--- config.mk ---
export PLATFORM = sky130hd
export DESIGN_NAME = mmio_uart_fifo
export DESIGN_NICKNAME = d
export VERILOG_FILES = /design/src/rtl/cpu_io_pkg.sv /design/src/rtl/mmio_uart_fifo_sync_fifo.sv /design/src/rtl/mmio_uart_fifo.sv
export SDC_FILE = /design/constraint.sdc
export NUM_CORES = 1
export LEC_CHECK = 0
export ABC_AREA = 0
export BUFFER_PORTS_ARGS = -buffer_cell sky130_fd_sc_hd__clkbuf_2
export CAP_MARGIN = 20
export CORE_ASPECT_RATIO = 1.25
export CORE_MARGIN = 5
export CORE_UTILIZATION = 51
export DETAILED_ROUTE_END_ITERATION = 6
export PLACE_DENSITY = 0.7
export SYNTH_ARGS = -nofsm -noshare
export SYNTH_HDL_FRONTEND = slang
export SYNTH_SLANG_ARGS = --single-unit
--- constraint.sdc ---
create_clock -name clk -period 10.1 [get_ports clk]
set_input_delay 1.515 -clock clk [delete_from_list [all_inputs] [get_ports clk]]
set_output_delay 1.515 -clock clk [all_outputs]
set_load 0.005 [all_outputs]
--- src/rtl/cpu_io_pkg.sv ---
// Shared constants and types for the MMIO UART FIFO controller.
// Optional build macro: MMIO_UART_LOOPBACK_EN (TX launches feed RX).
package cpu_io_pkg;

  localparam int DATA_ADDR_DEF = 0;
  localparam int STAT_ADDR_DEF = 1;

  localparam int ST_RX_NE = 0;
  localparam int ST_TX_NF = 1;
  localparam int ST_OVF   = 2;
  localparam int ST_RXCNT = 8;
  localparam int ST_TXCNT = 16;
  localparam int ST_CNT_W = 8;

  typedef enum logic {
    IDLE = 1'b0,
    HOLD = 1'b1
  } tx_state_t;

  function automatic logic [31:0] pack_status(
    input logic                rx_ne,
    input logic                tx_nf,
    input logic                ovf,
    input logic [ST_CNT_W-1:0] rx_cnt,
    input logic [ST_CNT_W-1:0] tx_cnt
  );
    logic [31:0] s;
    s = '0;
    s[ST_RX_NE] = rx_ne;
    s[ST_TX_NF] = tx_nf;
    s[ST_OVF]   = ovf;
    s[ST_RXCNT +: ST_CNT_W] = rx_cnt;
    s[ST_TXCNT +: ST_CNT_W] = tx_cnt;
    return s;
  endfunction

endpackage

--- src/rtl/mmio_uart_fifo_sync_fifo.sv ---
// Show-ahead synchronous FIFO; a push while full is taken only
// when a pop frees the slot in the same cycle.
module sync_fifo #(
  parameter int WIDTH = 8,
  parameter int DEPTH = 16
) (
  input  logic                     clk,
  input  logic                     rst_n,
  input  logic                     push,
  input  logic                     pop,
  input  logic [WIDTH-1:0]         din,
  output logic [WIDTH-1:0]         dout,
  output logic                     full,
  output logic                     empty,
  output logic [$clog2(DEPTH):0]   count
);

  localparam int AW = $clog2(DEPTH);
  localparam int CW = AW + 1;

  logic [WIDTH-1:0] mem_q [DEPTH];
  logic [AW-1:0]    wr_q, wr_d;
  logic [AW-1:0]    rd_q, rd_d;
  logic [CW-1:0]    cnt_q, cnt_d;
  logic             do_push, do_pop;

  assign full    = (cnt_q == CW'(DEPTH));
  assign empty   = (cnt_q == '0);
  assign count   = cnt_q;
  assign dout    = mem_q[rd_q];
  assign do_pop  = pop & ~empty;
  assign do_push = push & (~full | do_pop);

  always_comb begin
    wr_d  = wr_q + AW'(do_push);
    rd_d  = rd_q + AW'(do_pop);
    cnt_d = cnt_q + CW'(do_push) - CW'(do_pop);
  end

  always_ff @(posedge clk or negedge rst_n) begin
    if (!rst_n) begin
      wr_q  <= '0;
      rd_q  <= '0;
      cnt_q <= '0;
    end else begin
      wr_q  <= wr_d;
      rd_q  <= rd_d;
      cnt_q <= cnt_d;
    end
  end

  always_ff @(posedge clk) begin
    if (do_push) mem_q[wr_q] <= din;
  end

endmodule

--- src/rtl/mmio_uart_fifo.sv ---
// MMIO UART controller: RX/TX FIFOs, status register, TX launch FSM.
// Build option MMIO_UART_LOOPBACK_EN routes TX launches into RX.
module mmio_uart_fifo
  import cpu_io_pkg::*;
#(
  parameter int ADDR_W    = 25,
  parameter int RX_DEPTH  = 16,
  parameter int TX_DEPTH  = 16,
  parameter int DATA_ADDR = DATA_ADDR_DEF,
  parameter int STAT_ADDR = STAT_ADDR_DEF
) (
  input  logic              clk,
  input  logic              rst,
  input  logic [ADDR_W-1:0] req_addr,
  input  logic              req_re,
  input  logic              req_we,
  input  logic [31:0]       req_wdata,
  output logic              stall,
  output logic [31:0]       rdata,
  output logic              io_hit,
  input  logic [7:0]        rx_byte,
  input  logic              rx_valid,
  output logic [7:0]        tx_byte,
  output logic              tx_start,
  input  logic              tx_ready
);

  localparam int RCW = $clog2(RX_DEPTH) + 1;
  localparam int TCW = $clog2(TX_DEPTH) + 1;

  logic           hit_data, hit_stat;
  logic           rd_data, rd_stat, wr_data;
  logic           rx_push, rx_pop, rx_full, rx_empty;
  logic           tx_push, tx_pop, tx_full, tx_empty;
  logic [7:0]     rx_dout, tx_dout;
  logic [RCW-1:0] rx_cnt;
  logic [TCW-1:0] tx_cnt;
  logic           src_v;
  logic [7:0]     src_b;
  logic           ovf_set;
  logic [31:0]    status;
  logic           unused_wd;

  logic [31:0] rdata_q, rdata_d;
  logic        io_hit_q, io_hit_d;
  logic        ovf_q, ovf_d;
  logic        tx_start_q, tx_start_d;
  logic [7:0]  tx_byte_q, tx_byte_d;
  tx_state_t   state_q, state_d;

  assign hit_data = (req_addr == ADDR_W'(DATA_ADDR));
  assign hit_stat = (req_addr == ADDR_W'(STAT_ADDR));
  assign rd_data  = req_re & hit_data;
  assign rd_stat  = req_re & hit_stat;
  assign wr_data  = req_we & ~req_re & hit_data;
  assign unused_wd = ^req_wdata[31:8];

  assign rx_pop  = rd_data & ~rx_empty;
  assign tx_push = wr_data & ~tx_full;
  assign stall   = (rd_data & rx_empty) | (wr_data & tx_full);

`ifdef MMIO_UART_LOOPBACK_EN
  logic unused_rx;
  assign unused_rx = ^{rx_byte, rx_valid};
  assign src_v = tx_pop;
  assign src_b = tx_dout;
`else
  assign src_v = rx_valid;
  assign src_b = rx_byte;
`endif

  // A full RX FIFO still accepts a byte when the core drains one now.
  assign rx_push = src_v & (~rx_full | rx_pop);
  assign ovf_set = src_v & rx_full & ~rx_pop;

  assign status = pack_status(~rx_empty, ~tx_full, ovf_q,
                              ST_CNT_W'(rx_cnt), ST_CNT_W'(tx_cnt));

  sync_fifo #(.WIDTH(8), .DEPTH(RX_DEPTH)) u_rx (
    .clk   (clk),
    .rst_n (rst),
    .push  (rx_push),
    .pop   (rx_pop),
    .din   (src_b),
    .dout  (rx_dout),
    .full  (rx_full),
    .empty (rx_empty),
    .count (rx_cnt)
  );

  sync_fifo #(.WIDTH(8), .DEPTH(TX_DEPTH)) u_tx (
    .clk   (clk),
    .rst_n (rst),
    .push  (tx_push),
    .pop   (tx_pop),
    .din   (req_wdata[7:0]),
    .dout  (tx_dout),
    .full  (tx_full),
    .empty (tx_empty),
    .count (tx_cnt)
  );

  always_comb begin
    rdata_d  = rdata_q;
    io_hit_d = rx_pop | rd_stat;
    unique case (1'b1)
      rx_pop:  rdata_d = {24'h0, rx_dout};
      rd_stat: rdata_d = status;
      default: ;
    endcase
  end

  always_comb begin
    ovf_d = ovf_q;
    if (rd_stat) ovf_d = 1'b0;
    if (ovf_set) ovf_d = 1'b1;
  end

  always_comb begin
    state_d    = state_q;
    tx_start_d = 1'b0;
    tx_byte_d  = tx_byte_q;
    tx_pop     = 1'b0;
    unique case (state_q)
      IDLE: begin
        if (!tx_empty && tx_ready) begin
          tx_start_d = 1'b1;
          tx_byte_d  = tx_dout;
          tx_pop     = 1'b1;
          state_d    = HOLD;
        end
      end
      HOLD:    state_d = IDLE;
      default: state_d = IDLE;
    endcase
  end

  always_ff @(posedge clk or negedge rst) begin
    if (!rst) begin
      rdata_q    <= '0;
      io_hit_q   <= 1'b0;
      ovf_q      <= 1'b0;
      tx_start_q <= 1'b0;
      tx_byte_q  <= '0;
      state_q    <= IDLE;
    end else begin
      rdata_q    <= rdata_d;
      io_hit_q   <= io_hit_d;
      ovf_q      <= ovf_d;
      tx_start_q <= tx_start_d;
      tx_byte_q  <= tx_byte_d;
      state_q    <= state_d;
    end
  end

  assign rdata    = rdata_q;
  assign io_hit   = io_hit_q;
  assign tx_start = tx_start_q;
  assign tx_byte  = tx_byte_q;

endmodule
==> run_results.csv <==
group,metric,value,unit
synth,yosys-top-cells-count,"edfxtp_1 (256), mux4_2 (64), dfrtp_1 (55)",
run_status,status,"finished, final reports clean",
clock_tree,cts_resized,0,
route,drc,0,
placed_design,place_inst,1073,
layout,final_nets,869,
clock_tree,clock-sinks,311,
sta,timing.slew.headroom,33.8,%
floorplanning,core_area,0.0244,sq mm
grt,grt_max_degree,56,
worst_setup_path,crit_required,8.59,ns
synth,syn_area_per_cell,18.4,sq um
route,dr.first_iter.drc_count,376,
clock_tree,cts_tree,"built",
clock_tree,cts_buffers,29,
power,p_comb_share,19.1,%
worst_setup_path,critPathArrivalTime,3.09,ns
route,num_vias,6361,
route,routed-wl-met3,909,um
power,p_sw,0.000841,W
grt,grt_pass1_vias,6732,
sta,setup_viol,0,
clock_tree,h-tree-depth,1,
sta,drv_slew,0,
sta,fin_crit,4.60,ns
grt,grt_usage,17.8,%
synth,synth_top_area_share,61.0,%
synth,synth_cell_types,50,
clock_tree,cts_max_path_buffers,3,
worst_setup_path,start_kind,"primary input",
power,p_leak,5.08,nW
sta,rsz0062_at_grt,"false",
layout,area_growth,13.1,%
job,maxCapViolCount,0,
route,dr.pass1.iters,5,
synth,synth-async-reset-ratio,17.7,%
sta,skew,0.0187,ns
clock_tree,holdBufCountCts,0,
placed_design,io_buffer_count,75,
sta,tightest_slew,0.985,ns
route,topRoutingLayerUsed,"met4",
grt,antenna_found_initial,0,
route,wl_met1,9.11,mm
synth,netlist_top_cells_area,"edfxtp_1 (61%), mux4_2 (11%), dfrtp_1 (11%)",
synth,synth.most_common_cell,"edfxtp_1",
synth,yosysTopAreaCell,"edfxtp_1",
placed_design,dp_hpwl,16.6,mm
sta,setup-tns-final,0,ns
floorplanning,die-area,0.0280,sq mm
route,wire_per_inst,21.6,um
worst_setup_path,crit_type,"primary input to output pin",
floorplanning,fp-row-count,64,
layout,drive_above_1_share,27.9,%
route,ant_nets,0,
layout,num_antenna_cells,0,
floorplanning,ioPinCount,114,
route,wirelength,24.4,mm
min_path,hp-class,"flip-flop to flip-flop",
synth,ys_ff_latch,311,
power,swShare,26.3,%
route,viasPerCell,5.64,
floorplanning,start_util,51.6,%
power,vdd_drop_max,176,uV
power,clkPwrFrac,31.4,%
floorplanning,dieHeight,186,um
clock_tree,clk_pin_slew,0.06,ns
synth,seq_area_frac_synth,71.9,%
grt,overflow,0,
clock_tree,cts_setup_buffers,0,
floorplanning,fp.dieW,151,um
worst_setup_path,cp_max_fo,9,
sta,hold_violations,0,
synth,ys.flop_type,"edfxtp_1",
placed_design,gp_congestion,0.791,
route,dr_wl_met2,14.0,mm
power,sequentialPowerShare,49.5,%
grt,grt_first_pass_wirelength,38.1,mm
synth,syn_area,0.0126,sq mm
power,intPower,0.00236,W
synth,synth_edf_count,256,
clock_tree,clk_latency,0.54,ns
worst_setup_path,cp-end-kind,"output pin",
sta,fmax,0.217,GHz
clock_tree,cts_root_buffer,"clkbuf_16",
layout,instances_no_fill,1128,
power,power_density,225,mW/mm^2
sta,fin_hold_ws,0.500,ns
layout,post-route-util,58.4,%
synth,netlist_instances,684,
synth,yosys_warnings,0,
sta,fin_crit_sh,45.6,%
-- metrics by stage --
step,worst slack (ns),total power (W),instance area (sq um)
floorplan,5.82,0.00204,12700
global placement,5.37,0.00219,13300
detailed placement,5.32,0.00222,13300
CTS,5.51,0.00323,14200
global route,5.39,0.00336,14300
finish,5.50,0.00320,14300
-- kinds of logic (layout without fill, tap and decap cells) --
group                      count (synthesis)  in the layout  synth area share (%)
adders and majority gates                 22             22                  2.30
muxes                                     80             80                  12.8
xor gates and xnor gates                  16             16                  1.11
other                                      1             14                0.0297
and+or+nand+nor                          126            126                  5.43
DFF                                      311            311                  71.9
AOI/OAI and AO/OA                         58             58                  3.67
buffers and inverters                     70            171                  2.77
-- cell usage in the layout, fill, tap and decap left out, types with 10 or more instances in the layout --
cell type	instances
ha_1	20
conb_1	14
nor4_1	10
inv_1	19
edfxtp_1	256
buf_4	20
nor2_1	23
a22o_1	19
nand3_1	27
nand2_1	17
dfrtp_1	54
mux4_2	64
a22oi_1	10
nor3_1	13
clkbuf_2	75
clkbuf_16	29
-- worst paths after layout --
| path | startpoint | end | slack, ns | cells after the start |
|---|---|---|---|---|
| setup / recovery | req_addr[7] | stall | 5.50 | 5 |
| hold reg to reg | tx_byte[6] | tx_byte[6] | 0.50 | 2 |
| min in group asynchronous | rst | tx_byte[3] | 1.12 | 2 |
| setup reg to reg | u_tx.count[2] | u_tx.count[4] | 6.44 | 13 |
| max in group asynchronous | rst | u_rx.rd_q[0] | 8.44 | 2 |
| hold / removal | tx_byte[6] | tx_byte[6] | 0.50 | 2 |
-- registers in the layout, indices dropped and copies added (netlist names), 5 cells and up --
register / cells
rdata: 18
u_tx.mem_q: 128
u_tx.count: 5
tx_byte: 8
u_rx.mem_q: 128
u_rx.count: 5
-- power groups by stage --
stage                     Sequential (W)  Clock [W]  Combinational (W)
final                            0.00158    0.00101           0.000612
after global routing             0.00160    0.00109           0.000676
after CTS                        0.00160    0.00103           0.000597
after detailed placement         0.00163          0           0.000592
after global placement           0.00162          0           0.000572
after floorplan                  0.00157          0           0.000466
-- routing by layer --
| layer | global-route usage, % | vias to the layer above |
|---|---|---|
| met5 | 0 | - |
| met4 | 3.99 | 0 |
| met3 | 2.36 | 32 |
| met2 | 34.2 | 127 |
| met1 | 21.3 | 3309 |
| li1 | - | 2893 |
-- critical path: stages --
cell and delay [ns]:
clkbuf_2 0.08, or4_4 0.54, or2_1 0.37, nor4_1 0.39
clkbuf_2 0.19
-- layout make-up --
type / instances / area [sq um]
Multi-Input combinational cell: 316 / 3240
Inverter: 21 / 78.8
Clock inverter: 17 / 126
Fill cell: 1816 / 10200
Sequential cell: 311 / 9060
Clock buffer: 36 / 762
Tap cell: 330 / 413
Timing Repair Buffer: 97 / 573
No activity file was read; power rests on OpenSTA's default activity.
